<file path="src/rtl/mac_array_ctrl.sv">
// mac_array_ctrl: sequences one kernel-load phase and one execute phase of the
// weight-stationary systolic MAC array. It drives the row-skewed instruction
// bus, the L0 read strobe and the per-column output-valid strobes for the OFIFO.
module mac_array_ctrl #(
   parameter int row    = 8,
   parameter int col    = 8,
   parameter int len_bw = 8
) (
   input  logic                clk,
   input  logic                reset,
   input  logic                start,
   input  logic [len_bw-1:0]   cfg_len,
   output logic                ready,
   output logic                busy,
   output logic                done,
   output logic                l0_rd,
   output logic [2*row-1:0]    inst_w,
   output logic [col-1:0]      col_valid
);

   // The counter must hold both the largest vector count and the drain length.
   localparam int DRAIN_W = $clog2(row + col + 2);
   localparam int CNT_W   = (len_bw > DRAIN_W) ? len_bw : DRAIN_W;
   localparam int DLY_W   = row + col;

   typedef enum logic [2:0] {
      ST_IDLE  = 3'd0,
      ST_LOAD  = 3'd1,
      ST_GAP   = 3'd2,
      ST_EXEC  = 3'd3,
      ST_DRAIN = 3'd4,
      ST_DONE  = 3'd5
   } state_e;

   localparam logic [1:0] INST_NOP  = 2'b00;
   localparam logic [1:0] INST_LOAD = 2'b01;
   localparam logic [1:0] INST_EXEC = 2'b10;

   state_e              state_q, state_d;
   logic [CNT_W-1:0]    cnt_q, cnt_d;
   logic [len_bw-1:0]   len_q, len_d;
   logic [1:0]          base_s;
   logic                exec_s;
   logic [2*row-1:0]    inst_q;
   logic [DLY_W-1:0]    dly_q;

   // Next-state logic: counter-driven phase sequencing and base instruction.
   always_comb begin
      state_d = state_q;
      cnt_d   = cnt_q;
      len_d   = len_q;
      base_s  = INST_NOP;
      case (state_q)
         ST_IDLE: begin
            if (start) begin
               len_d   = cfg_len;
               cnt_d   = CNT_W'(col - 1);
               state_d = ST_LOAD;
            end else begin
               state_d = ST_IDLE;
            end
         end
         ST_LOAD: begin
            base_s = INST_LOAD;
            if (cnt_q == CNT_W'(0)) begin
               state_d = ST_GAP;
            end else begin
               cnt_d = cnt_q - CNT_W'(1);
            end
         end
         ST_GAP: begin
            // One idle slot so every tile drops load_ready before execute.
            if (len_q == len_bw'(0)) begin
               cnt_d   = CNT_W'(row + col);
               state_d = ST_DRAIN;
            end else begin
               cnt_d   = CNT_W'(len_q) - CNT_W'(1);
               state_d = ST_EXEC;
            end
         end
         ST_EXEC: begin
            base_s = INST_EXEC;
            if (cnt_q == CNT_W'(0)) begin
               cnt_d   = CNT_W'(row + col);
               state_d = ST_DRAIN;
            end else begin
               cnt_d = cnt_q - CNT_W'(1);
            end
         end
         ST_DRAIN: begin
            // Wait for the skewed instructions and psums to leave the array.
            if (cnt_q == CNT_W'(0)) begin
               state_d = ST_DONE;
            end else begin
               cnt_d = cnt_q - CNT_W'(1);
            end
         end
         ST_DONE: begin
            state_d = ST_IDLE;
         end
         default: begin
            state_d = ST_IDLE;
            cnt_d   = CNT_W'(0);
            len_d   = len_bw'(0);
         end
      endcase
   end

   // Status decode from the state register; l0_rd follows the fetch phases.
   always_comb begin
      ready  = (state_q == ST_IDLE);
      busy   = (state_q != ST_IDLE);
      done   = (state_q == ST_DONE);
      l0_rd  = (state_q == ST_LOAD) || (state_q == ST_EXEC);
      exec_s = (base_s == INST_EXEC);
   end

   // FSM, counter and latched job length.
   always_ff @(posedge clk or posedge reset) begin
      if (reset) begin
         state_q <= ST_IDLE;
         cnt_q   <= CNT_W'(0);
         len_q   <= len_bw'(0);
      end else begin
         state_q <= state_d;
         cnt_q   <= cnt_d;
         len_q   <= len_d;
      end
   end

   // Row-skew shift line: row 0 takes the base instruction, row r takes row r-1.
   always_ff @(posedge clk or posedge reset) begin
      if (reset) begin
         inst_q <= '0;
      end else begin
         inst_q <= {inst_q[2*row-3:0], base_s};
      end
   end

   // Exec-flag delay line; tap row+c gives the valid strobe of column c.
   always_ff @(posedge clk or posedge reset) begin
      if (reset) begin
         dly_q <= '0;
      end else begin
         dly_q <= {dly_q[DLY_W-2:0], exec_s};
      end
   end

   assign inst_w    = inst_q;
   assign col_valid = dly_q[DLY_W-1:row];

endmodule

</file>
<file path="config.mk">
export PLATFORM = sky130hd
export DESIGN_NAME = mac_array_ctrl
export DESIGN_NICKNAME = d
export VERILOG_FILES = /design/src/rtl/mac_array_ctrl.sv
export SDC_FILE = /design/constraint.sdc
export NUM_CORES = 1
export LEC_CHECK = 0
export CAP_MARGIN = 20
export CORE_MARGIN = 3
export CORE_UTILIZATION = 56
export CTS_CLUSTER_SIZE = 40
export DETAILED_ROUTE_END_ITERATION = 7
export PLACE_DENSITY = 0.95
export SETUP_SLACK_MARGIN = 0.5
export SLEW_MARGIN = 20
export SYNTH_ARGS = -nofsm -noshare
export SYNTH_HDL_FRONTEND = slang
export SYNTH_SLANG_ARGS = --single-unit
</file>
<file path="constraint.sdc">
create_clock -name clk -period 3.51 [get_ports clk]
set_clock_uncertainty 0.2 [all_clocks]
set_input_delay 0.5265 -clock clk [delete_from_list [all_inputs] [get_ports clk]]
set_output_delay 0.5265 -clock clk [all_outputs]
set_load 0.02 [all_outputs]
</file>
Yosys cells after proc, flatten, opt, wreduce, memory -nomap -nowiden
Index checks and enable logic that the tools add are counted.
W data, S select, Z words.
{ "op_classes": {"reduce_logical": 10, "mux": 14, "n_eq_ne": 11, "n_addsub": 2, "bitwise_logic": 2} }
{ "op_table": {"columns": ["operator", "count"], "rows": [
  ["$mux W8", 5],
  ["$pmux W8 S5", 1],
  ["$logic_not A8 Y1", 2],
  ["$pmux W8 S2", 1],
  ["$sub A8 B1 Y8 const B", 2],
  ["$pmux W3 S5", 1],
  ["$mux W3", 4],
  ["$ne A2 B2 Y1 const B", 5],
  ["$eq A3 B2 Y1 const B", 2],
  ["$eq A3 B3 Y1 const B", 2],
  ["$reduce_and A3 Y1", 2],
  ["$reduce_or A5 Y1", 1],
  ["$pmux W2 S2", 1],
  ["$eq A3 B1 Y1 const B", 1],
  ["$logic_not A3 Y1", 1],
  ["$reduce_bool A3 Y1", 1],
  ["$eq A2 B2 Y1 const B", 1],
  ["$not A1 Y1", 2],
  ["$reduce_and A2 Y1", 1],
  ["$reduce_or A2 Y1", 1],
  ["$logic_or A1 B1 Y1", 1],
  ["$mux W1", 1]
]} }
{ "totals": {"out_inout_bits": 28, "register_bits": 51, "word_cells": 44, "input_bits": 11} }

Depth between registers and ports, before layout
{ "logic_depth": {"depth_word": 4, "mapped_depth": 7, "mapped_depth_nobuf": 7} }

Least setup slack after synthesis
Ideal clock, no wire load.
{ "synth_timing": {"path_type": "flip-flop to output port", "start": "register state_q[2]", "end": "output port busy", "required_ns": 2.783, "path_slack_ns": 1.289, "stages_incl_launch_ff": 5, "t_arrival_ns": 1.494, "path_buffers": 2, "path_cell_list": "dfrtp_1 buf_4 buf_2 nor3_2 inv_1"} }
{ "synth_between": {"elab_chain_cells": 1} }
{ "synth_lines": {"columns": ["item", "line_no", "text"], "rows": [
  ["start: declaration", "39", "state_e state_q, state_d;"],
  ["start signal: assignment", "125", "state_q <= state_d;"],
  ["$reduce_bool A3 Y1", "112", "busy = (state_q != ST_IDLE);"],
  ["end: declaration", "14", "output logic busy,"]
]} }
Every way passes these cells.

Worst setup path after layout
{ "layout_timing": {"start": "register state_q[0]", "end": "output port l0_rd"} }
{ "layout_between": {"elab_chain_cells": 2, "word_cells_on_any_way": 3, "cone_classes": "2 x eq/ne; 1 x reduce/logical"} }
{ "layout_lines": {"columns": ["item", "line_no", "text"], "rows": [
  ["$eq A3 B1 Y1 or $eq A3 B2 Y1 (tied branches)", "114", "l0_rd = (state_q == ST_LOAD) || (state_q == ST_EXEC);"],
  ["$logic_or A1 B1 Y1 (*)", "114", null],
  ["end: declaration", "16", "output logic l0_rd,"]
]} }
Every way passes the cells marked *; elsewhere a longest branch is shown, timed or not.

==> results.py <==
metrics = {
    "run_status": {
        "status": "finished, final reports clean",
    },
    "finish": {
        "fillers": 274,
        "drive_above_1_share_pct": 8.23,
        "diodes": 0,
        "area_delta_synth_final_pct": 19.2,
        "fin_area_mm2": 0.00264,
        "nNetsFinal": 246,
        "fin_cells": 279,
    },
    "global_route": {
        "grt_pass1_vias": 1620,
        "grt_max_degree": 52,
        "antenna_found_initial": 0,
        "grt_pass1_wl_mm": 7.64,
        "grt_usage_pct": 22.4,
        "overflow": 0,
    },
    "placed_design": {
        "dpl_cell_area_mm2": 0.00255,
        "dpl.hpwl_mm": 3.07,
        "place_inst": 273,
        "gp_congestion": 0.896,
        "portBuffers": 38,
        "dpl_worst_slack_ns": 0.983,
    },
    "floorplan": {
        "start_util_pct": 59.1,
        "core_mm2": 0.00374,
        "die_h_um": 68.9,
        "die_area_mm2": 0.00474,
        "num_rows": 22,
        "io_pins": 39,
        "fp.dieW_um": 68.9,
    },
    "clock_network": {
        "htree_levels": 2,
        "cts_buffers": 5,
        "clockBufferDepth": 2,
        "clockRootBuffer": "clkbuf_8",
        "cts_tree": "yes",
        "post_cts_buffers": 0,
        "clkTransAtPathRegs_ns": 0.08,
        "clock_latency_ns": 0.30,
        "clock-sinks": 51,
    },
    "setup_path": {
        "cp.arrival_ns": 2.07,
        "crit_family": "flip-flops",
        "crit_path_max_fanout": 16,
        "critPathSlowestCell": "dfrtp_1",
        "end_kind": "output pin",
        "critPathKind": "reg2out",
        "crit_chain": "nor2b_2, clkdlybuf4s50_1",
        "worstPathRequired_ns": 2.78,
        "critPathMaxStageDelay_ns": 0.68,
        "cp_num_buf_inv": 1,
        "start_kind": "flip-flop",
    },
    "detailed_routing": {
        "wl_mm": 4.37,
        "wl_per_cell_um": 15.7,
        "antenna_left": 0,
        "via_per_inst": 5.74,
        "drt_iter0_drc": 73,
        "firstDrtPassIters": 4,
        "vias": 1601,
        "drc": 0,
    },
    "logic_synthesis": {
        "async_flop_share_pct": 100,
        "synthFlopType": "dfrtp_1",
        "synth-seq-cells": 51,
        "synth_edf_count": 0,
        "synth.distinct_cells": 49,
        "synth_fp_nets": 216,
        "syn_area_per_cell_um2": 11.0,
        "synth_area_leaders": "dfrtp_1 (58%), nand2_1 (4.4%), o21ai_0 (3.8%)",
        "yosysTopAreaCell": "dfrtp_1",
        "seq_area_frac_synth_pct": 57.7,
        "syn_area_mm2": 0.00221,
        "yosys_warnings": 0,
        "synth_top_area_share_pct": 57.7,
        "synthCells": 202,
    },
    "run": {
        "max_cap_viol_count": 0,
    },
    "timing": {
        "tightest_slew_ns": 0.940,
        "max_freq_mhz": 358,
        "layout_setup_ws_ns": 0.718,
        "hold_viol": 0,
        "period_share_pct": 79.5,
        "slew_violations": 0,
        "slew_headroom_pct": 37.3,
        "fin_crit_ns": 2.79,
        "setup_violations": 0,
        "rsz0062_at_grt": "no",
        "setup-tns-final_ns": 0,
    },
    "power_and_ir_drop": {
        "power_mw": 0.915,
        "peakVddDrop_mv": 0.357,
        "power_density_mw_per_mm2": 347,
        "leakagePower_nw": 1.18,
    },
    "hold_path": {
        "hold_path.class": "reg2reg",
    },
}
## synthesized netlist by cell type (all sizes together) (2+ instances only)
master	count
o21ai	18
or3	2
nand2	26
nand2b	4
o221ai	2
o21bai	2
nor3b	5
or4	4
nor4	3
ha	3
a21oi	11
xnor2	3
dfrtp	51
a22o	4
buf	14
nor2	8
a21o	2
inv	8
o31ai	3
nor3	7
and2	3
## power by group
group          switching, mW  leakage (nW)  internal, mW  total, mW
logic                 0.0134         0.446        0.0102     0.0236
clock network          0.172        0.0361         0.132      0.304
registers                  0         0.703         0.587      0.587
total                  0.186          1.18         0.729      0.915
## metrics by stage
stage	hold WS [ns]	util [%]
3_3_place_gp	0.133	68.2
4_1_cts	0.159	70.2
6_report	0.155	70.5
3_5_place_dp	0.140	68.2
5_1_grt	0.166	70.5
2_1_floorplan	0.131	-
## kinds of logic (layout without fill, tap and decap cells)
group,Yosys count,after routing,synth area share [%]
mux,1,1,0.509
buf+inv,23,52,5.93
xor+xnor,4,4,1.58
simple gates,68,68,16.5
compound gates,51,51,15.7
flops,51,51,57.7
fa+ha+maj,4,4,2.15
## state kept, by name, summed over array words and instances (netlist names)
name / count
cnt_q: 8
dly_q: 16
inst_w: 16
len_q: 8
state_q: 3
## cell usage in the layout, fill, tap and decap left out, types with 2 or more instances in the layout
cell,Yosys,routed
a21o_1,2,2
a21oi_1,11,11
a22o_1,2,2
a22o_2,2,2
and2_1,3,3
clkbuf_8,0,5
clkdlybuf4s50_1,0,38
dfrtp_1,51,51
ha_1,3,3
inv_1,8,7
nand2_1,26,26
nand2b_1,4,4
nor2_1,8,8
nor3_1,5,5
nor3b_1,5,5
nor4_1,3,3
o21ai_0,17,17
o21bai_1,2,2
o221ai_1,2,2
o31ai_1,2,2
or4_1,3,3
xnor2_1,3,3
## final timing paths
kind	startpoint	cells after the start	end	slack, ns
worst max-delay path	state_q[0]	2	l0_rd	0.72
worst min-delay path	dly_q[5]	0	dly_q[6]	0.15
worst max register to register	state_q[2]	5	cnt_q[4]	1.04
worst min register to register	dly_q[5]	0	dly_q[6]	0.15
max in group asynchronous	reset	2	inst_w[6]	2.14
min in group asynchronous	reset	2	cnt_q[4]	0.48
## timing repair
| item | CTS | global route |
|---|---|---|
| setup endpoints to repair | 0 | 2 |
| resized for setup | 0 | 2 |
| hold buffers | 0 | 0 |
## final cells by class
class                   instances  area [um^2]  area share (%)
flip-flops and latches         51         1280            48.4
clock buffers                   5         68.8            2.61
multi-input cells             128          815            30.9
well taps                      48         60.1            2.28
clock inverters                 1         7.51           0.284
repair buffers                 38          380            14.4
inverters                       8         31.3            1.19
## metal layers
layer	up-vias	global-route usage, %	share of wire (%)
li1	761	-	-
met1	751	27.1	43
met2	74	36.2	48
met3	15	7.13	6.2
met4	0	10.7	3.5
met5	-	0	0
(Power assumes the default switching activity.)
